==> src/rtl/uart_tx_arbiter.sv <==
// uart_tx_arbiter: CPU byte FIFO in front of a shared UART transmitter,
// arbitrated round-robin against a secondary debug byte requester.
//
// Arbiter states
//   state   | meaning
//   --------+-----------------------------------------------------------
//   ST_IDLE | no byte offered to the emitter; pick a source, load tx_data
//   ST_SEND | tx_valid high, tx_data frozen until the emitter takes it
module uart_tx_arbiter #(
    parameter int DEPTH = 16
) (
    input  logic                       clk,
    input  logic                       reset,
    input  logic                       cpu_wr_valid,
    input  logic [7:0]                 cpu_wr_data,
    output logic                       cpu_busy,
    output logic [$clog2(DEPTH):0]     cpu_level,
    output logic [7:0]                 ovf_count,
    input  logic                       dbg_valid,
    input  logic [7:0]                 dbg_data,
    output logic                       dbg_ready,
    output logic                       tx_valid,
    output logic [7:0]                 tx_data,
    input  logic                       tx_ready
);

    localparam int AW = $clog2(DEPTH);
    localparam int LW = AW + 1;

    localparam logic SRC_CPU = 1'b0;
    localparam logic SRC_DBG = 1'b1;

    typedef enum logic {
        ST_IDLE = 1'b0,
        ST_SEND = 1'b1
    } state_t;

    state_t          state;
    state_t          state_nxt;
    logic            last_grant;
    logic            cur_src;
    logic [AW-1:0]   rd_ptr;
    logic [AW-1:0]   wr_ptr;
    logic [LW-1:0]   level;
    logic [7:0]      ovf_cnt;
    logic [7:0]      tx_data_r;
    logic [7:0]      mem [DEPTH];

    logic            fifo_full;
    logic            fifo_nonempty;
    logic            grant_cpu;
    logic            grant_dbg;
    logic            xfer_done;
    logic            pop;
    logic            push;
    logic            drop;

    assign fifo_full     = (level == LW'(DEPTH));
    assign fifo_nonempty = (level != '0);

    // A pop frees a slot at the same edge, so a write into a full FIFO
    // is still accepted when IDLE is draining the head.
    assign pop  = grant_cpu;
    assign push = cpu_wr_valid && (!fifo_full || pop);
    assign drop = cpu_wr_valid && !push;

    assign cpu_busy  = fifo_full;
    assign cpu_level = level;
    assign ovf_count = ovf_cnt;
    assign tx_data   = tx_data_r;
    assign dbg_ready = grant_dbg;

    // Arbiter next-state, grant decode and emitter handshake.
    always_comb begin
        state_nxt = state;
        grant_cpu = 1'b0;
        grant_dbg = 1'b0;
        tx_valid  = 1'b0;
        xfer_done = 1'b0;
        case (state)
            ST_IDLE: begin
                if (fifo_nonempty && dbg_valid) begin
                    // Tie: the source that did not win the last transfer goes.
                    if (last_grant == SRC_DBG) begin
                        grant_cpu = 1'b1;
                    end else begin
                        grant_dbg = 1'b1;
                    end
                end else if (fifo_nonempty) begin
                    grant_cpu = 1'b1;
                end else if (dbg_valid) begin
                    grant_dbg = 1'b1;
                end
                if (grant_cpu || grant_dbg) begin
                    state_nxt = ST_SEND;
                end
            end
            ST_SEND: begin
                tx_valid = 1'b1;
                if (tx_ready) begin
                    xfer_done = 1'b1;
                    state_nxt = ST_IDLE;
                end
            end
            default: begin
                state_nxt = ST_IDLE;
            end
        endcase
    end

    // Arbiter state register.
    always_ff @(posedge clk or posedge reset) begin
        if (reset) begin
            state <= ST_IDLE;
        end else begin
            state <= state_nxt;
        end
    end

    // Outgoing byte and its source are captured only on the grant edge.
    always_ff @(posedge clk or posedge reset) begin
        if (reset) begin
            tx_data_r <= 8'h00;
            cur_src   <= SRC_DBG;
        end else if (grant_cpu) begin
            tx_data_r <= mem[rd_ptr];
            cur_src   <= SRC_CPU;
        end else if (grant_dbg) begin
            tx_data_r <= dbg_data;
            cur_src   <= SRC_DBG;
        end
    end

    // Round-robin memory; starts at debug so the CPU wins the first tie.
    always_ff @(posedge clk or posedge reset) begin
        if (reset) begin
            last_grant <= SRC_DBG;
        end else if (xfer_done) begin
            last_grant <= cur_src;
        end
    end

    // FIFO storage; contents are don't-care until written, so no reset.
    always_ff @(posedge clk) begin
        if (push) begin
            mem[wr_ptr] <= cpu_wr_data;
        end
    end

    // FIFO pointers wrap naturally at the power-of-two depth.
    always_ff @(posedge clk or posedge reset) begin
        if (reset) begin
            wr_ptr <= '0;
            rd_ptr <= '0;
        end else begin
            if (push) begin
                wr_ptr <= wr_ptr + AW'(1);
            end
            if (pop) begin
                rd_ptr <= rd_ptr + AW'(1);
            end
        end
    end

    // Occupancy counter; push and pop together leave it unchanged.
    always_ff @(posedge clk or posedge reset) begin
        if (reset) begin
            level <= '0;
        end else if (push && !pop) begin
            level <= level + LW'(1);
        end else if (pop && !push) begin
            level <= level - LW'(1);
        end
    end

    // Dropped-byte counter, saturating.
    always_ff @(posedge clk or posedge reset) begin
        if (reset) begin
            ovf_cnt <= 8'h00;
        end else if (drop && (ovf_cnt != 8'hFF)) begin
            ovf_cnt <= ovf_cnt + 8'h01;
        end
    end

endmodule
==> config.mk <==
export PLATFORM = sky130hd
export DESIGN_NAME = uart_tx_arbiter
export DESIGN_NICKNAME = d
export VERILOG_FILES = /design/src/rtl/uart_tx_arbiter.sv
export SDC_FILE = /design/constraint.sdc
export NUM_CORES = 1
export LEC_CHECK = 0
export CORE_UTILIZATION = 35
export DETAILED_ROUTE_END_ITERATION = 8
export PLACE_DENSITY = 0.66
export SETUP_SLACK_MARGIN = 0.4
export SLEW_MARGIN = 20
export SYNTH_ARGS = -nofsm -noshare
export SYNTH_HDL_FRONTEND = slang
export SYNTH_SLANG_ARGS = --single-unit
==> constraint.sdc <==
create_clock -name clk -period 2.8 [get_ports clk]
set_clock_uncertainty 0.1 [all_clocks]
set_input_delay 0.56 -clock clk [delete_from_list [all_inputs] [get_ports clk]]
set_output_delay 0.56 -clock clk [all_outputs]
set_load 0.1 [all_outputs]
### Word level (Yosys, flattened, before mapping)

Memories as Yosys holds them, arrays and structs flattened.
Cells that the tools add are included.

| cells by class | value |
|---|---|
| add/subtract/negate cells | 5 |
| equality and inequality tests | 2 |
| mux-type cells | 25 |
| bitwise operators | 1 |
| reduce and logical (&&, ||, !) cells | 14 |

Operator list:

| kind | count |
|---|---|
| 2-to-1 mux 1 bit | 20 |
| 2-to-1 mux 8 bit | 2 |
| 2-to-1 mux 5 bit | 2 |
| adder 4 x 1 -> 4 bit (second input constant) | 2 |
| adder 8 x 1 -> 8 bit (second input constant) | 1 |
| inequality test 8 bit (second input constant) | 1 |
| logical AND 1 bit | 6 |
| adder 5 x 1 -> 5 bit (second input constant) | 1 |
| equality test 5 bit (second input constant) | 1 |
| nonzero test 5 bit | 1 |
| subtractor 5 x 1 -> 5 bit (second input constant) | 1 |
| nonzero test 2 bit | 2 |
| zero test 1 bit | 3 |
| logical OR 1 bit | 2 |
| case mux 1 bit (2 select lines) | 1 |
| inverter 1 bit | 1 |

| storage, ports and cells | value |
|---|---|
| register bits after elaboration | 32 |
| RAM bits | 128 |
| bits of input ports | 21 |
| output and inout port bits | 24 |
| word-level logic and storage cells | 56 |
| memories kept | 1 |

Memories:

| name | words | width | read ports | clocked after memory_dff | write ports | RTL line | text |
|---|---|---|---|---|---|---|---|
| mem | 16 | 8 | 1 | 0 | 1 | 47 | `logic [7:0] mem [DEPTH];` |

### Longest topological paths before layout

| logic depth | value |
|---|---|
| depth after elaboration | 11 |
| mapped depth | 13 |
| depth with buffers taken out | 12 |

### Least setup slack after synthesis

Ideal clock, no wire load.

| timing | value |
|---|---|
| kind | register -> output |
| start | register level[1] (netlist: cpu_level[1]) |
| end | output dbg_ready |
| data arrival time | 3,715 ps |
| required time | 2,140 ps |
| path slack | -1,575 ps |
| cell stages (with the launch flop) | 4 |
| path buffers | 0 |
| cell sequence | dfrtp_1 nor4_4 nand2b_1 a211oi_1 |

| on the way | value |
|---|---|
| longest elaborated chain between the ends | 5 |
| elaborated cells on any way between the ends | 6 |
| classes of those cells | mux: 4; reduce/logical: 2 |

RTL lines:

| what | RTL line | text |
|---|---|---|
| start: declaration | 44 | `logic [LW-1:0] level;` |
| start signal: assignment | 170 | `level <= level + LW'(1);` |
| start signal: assignment | 172 | `level <= level - LW'(1);` |
| nonzero test 5 bit (*) | 59 | `assign fifo_nonempty = (level != '0);` |
| 2-to-1 mux 1 bit / logical AND 1 bit (equally long branches) | 89, 82 |  |
| 2-to-1 mux 1 bit (*) | 82 | `if (fifo_nonempty && dbg_valid) begin` |
| 2-to-1 mux 1 bit (*) (2 in series) | 80 | `case (state)` |
| end: declaration | 21 | `output logic dbg_ready,` |

Mark *: on every way between the ends. The rest lies on a longest branch, timed or not. The select of a mux whose other input is x is not followed.

### Worst setup path in the final report

| timing | value |
|---|---|
| start | register level[0] (netlist: cpu_level[0]) |
| end | output dbg_ready |

Same word-level chain as after synthesis.

==> flow_summary.toml <==
[power_and_ir_drop]
power.net_switching_uw = 3481
p_seq_share_pct = 35.1
power_uw = 9273
cellLeakagePower_uw = 0.002974
swShare_pct = 37.54
clock_power_share_pct = 24.8
peakVddDrop_mv = 0.4742
pwr_density_cell_mw_per_mm2 = 1126
comb_power_share_pct = 40.1
p_int_uw = 5791

[yosys]
syn-num-nets = 413
synthCells = 381
avgSynthCellArea_um2 = 17.42
synthDistinctLibCells = 44
ys_ff_latch = 160
netlist_area_mm2 = 0.006636
synth_warnings = 0
ys_async_sr_fraction_pct = 20.00
ys_seq_area_share_pct = 70.02
synth_edf_count = 128
dominantRegCellSynth = "edfxtp_1"

[route]
dr_wl_met2_um = 6784
num_vias = 3600
viasPerCell = 5.070
postRouteAntennaNets = 0
dr_wl_met3_um = 574
drt_first_pass_iters = 4
first_iter_violations = 245
detail_route.wl_per_cell_um = 19.05
wl_met1_um = 5982
routed.top_layer = "met4"
remaining_drc_errors = 0
routed_wirelength_um = 13530

[worst_setup_path]
cp-startpoint = "cpu_level[0]"
crit_arrival_ns = 1.89
startpoint_type = "register"
crit_path_end_kind = "output port"
r2r_cells = 12
cp_max_fo = 3
required_ns = 2.14
r2r-start = "cpu_level[0]"
crit_end = "dbg_ready"
reg2reg_setup_slack_ns = 0.28
critPathKind = "register to output port"
reg2reg_to = "cpu_level[4]"

[global_routing]
grt_pass1_wl_um = 21310
grt.total_usage_pct = 14.81
antenna_found_initial = 0
grt_max_degree = 36
overflow = 0
grt_pass1_vias = 3792

[clock_network]
cts_hold_buffers = 0
htree_num_levels = 4
clockBufferDepth = 2
numCtsBuffers = 17
cts.sinks = 160
tritoncts = "built"
clk_latency_ns = 0.42
path_clk_slew_ns = 0.06
clock-root-buffer = "clkbuf_16"

[timing]
period_needed_ns = 2.553
finalCritPeriodShare_pct = 91.19
worst_pin_slew_ns = 0.7085
hold_viol = 0
fmax_ghz = 0.3917
relSlewSlack_pct = 52.62
rsz0062_at_grt = "yes"
timing.final.ws_setup_ns = 0.2468
finalSetupViolations = 0
maxSlewViolCount = 0

[min_path]
hold_path_class = "register to register"
min_path_cells = 2

[layout]
nets = 500
diodes = 0
area_growth_pct = 24.04
layout-drive-gt1-share_pct = 31.39

[place]
gp_congestion = 0.7244
dpl.hpwl_um = 8775
place_ws_ns = -0.1885
io_buffers = 44

[die]
num_rows = 49
core_area_mm2 = 0.01827
chipWidth_um = 139.7
die_h_um = 139.7
io_pins = 45
die-area_mm2 = 0.01952
initial_core_util_pct = 36.32

[run]
maxCapViolCount = 0

[run_status]
outcome = "completed"
==> power groups by stage <==
stage               registers (uW)  clock network (uW)  logic, uW
floorplan                     4080                   0       1860
global placement              3310                   0       3480
detailed placement            3330                   0       3550
CTS                           3270                2340       3690
global route                  3310                2420       3970
finish                        3260                2300       3720
==> cells in the final DEF (no fill, tap or decap), types with 4 or more instances in the layout <==
| master | Yosys | layout |
|---|---|---|
| nand4_1 | 6 | 6 |
| nor2_1 | 25 | 25 |
| inv_1 | 7 | 6 |
| nand2_1 | 40 | 40 |
| mux4_1 | 10 | 10 |
| buf_4 | 0 | 62 |
| clkinv_1 | 0 | 5 |
| dfrtp_2 | 0 | 5 |
| xnor2_1 | 12 | 11 |
| clkdlybuf4s50_1 | 0 | 19 |
| edfxtp_1 | 128 | 128 |
| nor2b_1 | 4 | 4 |
| nor3_2 | 1 | 5 |
| clkbuf_16 | 0 | 17 |
| mux4_2 | 22 | 22 |
| dfrtp_1 | 30 | 23 |
| a31oi_1 | 9 | 9 |
| ha_1 | 10 | 7 |
| a22oi_1 | 16 | 16 |
==> Yosys cell counts (2+ instances only) <==
| cell | instances | area [um2] |
|---|---|---|
| mux4_2 | 22 | 495.5 |
| nand2b_1 | 3 | 18.77 |
| buf_2 | 5 | 25.02 |
| mux4_1 | 10 | 262.8 |
| and3_1 | 2 | 12.51 |
| nor2_1 | 25 | 93.84 |
| o21ai_0 | 3 | 15.01 |
| nand2_1 | 40 | 150.1 |
| a21oi_1 | 2 | 10.01 |
| mux2_2 | 2 | 22.52 |
| and2_1 | 4 | 25.02 |
| a31oi_1 | 9 | 56.30 |
| nor3_1 | 4 | 20.02 |
| nor2b_1 | 4 | 25.02 |
| dfstp_2 | 2 | 52.55 |
| xnor2_1 | 12 | 105.1 |
| edfxtp_1 | 128 | 3844 |
| buf_6 | 4 | 45.04 |
| dfrtp_1 | 30 | 750.7 |
| a21o_1 | 3 | 22.52 |
| inv_1 | 7 | 26.28 |
| xor2_1 | 3 | 26.28 |
| buf_1 | 5 | 18.77 |
| nand4_1 | 6 | 37.54 |
| ha_1 | 10 | 125.1 |
| mux2_1 | 3 | 33.78 |
| a22oi_1 | 16 | 120.1 |
==> cell families after synthesis <==
kind of cell    share of synthesized area (%)
buf+inv                                 2.451
simple gates                            7.013
mux                                     12.27
fa+ha+maj                               2.187
compound gates                          4.072
xor+xnor                                1.980
flops                                   70.02
==> cell type report <==
cell class	instances	area (um2)
sequential	160	4661
timing repair buffer	86	735.7
clock inverter	15	163.9
multi-input combinational	195	1927
clock buffer	17	425.4
tap	229	286.5
fill	1563	10040
inverter	8	32.53
==> registers in the layout, summed over array words and instances, names as in the netlist <==
name and count:
last_grant 1, cpu_level 5, wr_ptr 4, state 1
mem 128, tx_data 8, ovf_count 8, rd_ptr 4
cur_src 1
==> layer usage <==
| layer | vias up | track usage, % |
|---|---|---|
| met5 | - | 0 |
| met4 | 0 | 5.552 |
| met3 | 12 | 3.441 |
| met2 | 68 | 24.47 |
| met1 | 1871 | 18.99 |
| li1 | 1649 | - |
==> worst min-delay path by stage <==
stage / start / to / slack (ns)
finish: cur_src / cur_src / 0.40
floorplan: cur_src / cur_src / 0.38
global route: cur_src / cur_src / 0.43
detailed placement: cur_src / cur_src / 0.39
CTS: cur_src / cur_src / 0.40
global placement: cur_src / cur_src / 0.39
==> metrics by stage <==
step | util [%] | TNS [ns] | std cells | hold slack [ns] | cell area (um2)
5_1_grt | 45.06 | 0 | 710 | 0.4340 | 8232
4_1_cts | 44.85 | 0 | 706 | 0.3995 | 8194
6_report | 45.06 | 0 | 710 | 0.3967 | 8232
2_1_floorplan | - | -0.1142 | 381 | 0.3778 | 6704
3_5_place_dp | 41.14 | -0.3500 | 668 | 0.3881 | 7517
3_3_place_gp | 41.14 | -0.2557 | 668 | 0.3909 | 7517
==> worst max-delay path: stages (launching register included) <==
cell	delay, ns
dfrtp_4	0.49
nor4_4	0.28
buf_4	0.18
nand2b_4	0.06
a211oi_4	0.26
buf_12	0.21
==> what timing repair did <==
action	in CTS	in global routing
gates resized for setup	9	2
setup buffers	6	4
endpoints found under the setup margin	4	6
pin swaps	14	13
Power figures use the tool's default switching activity.
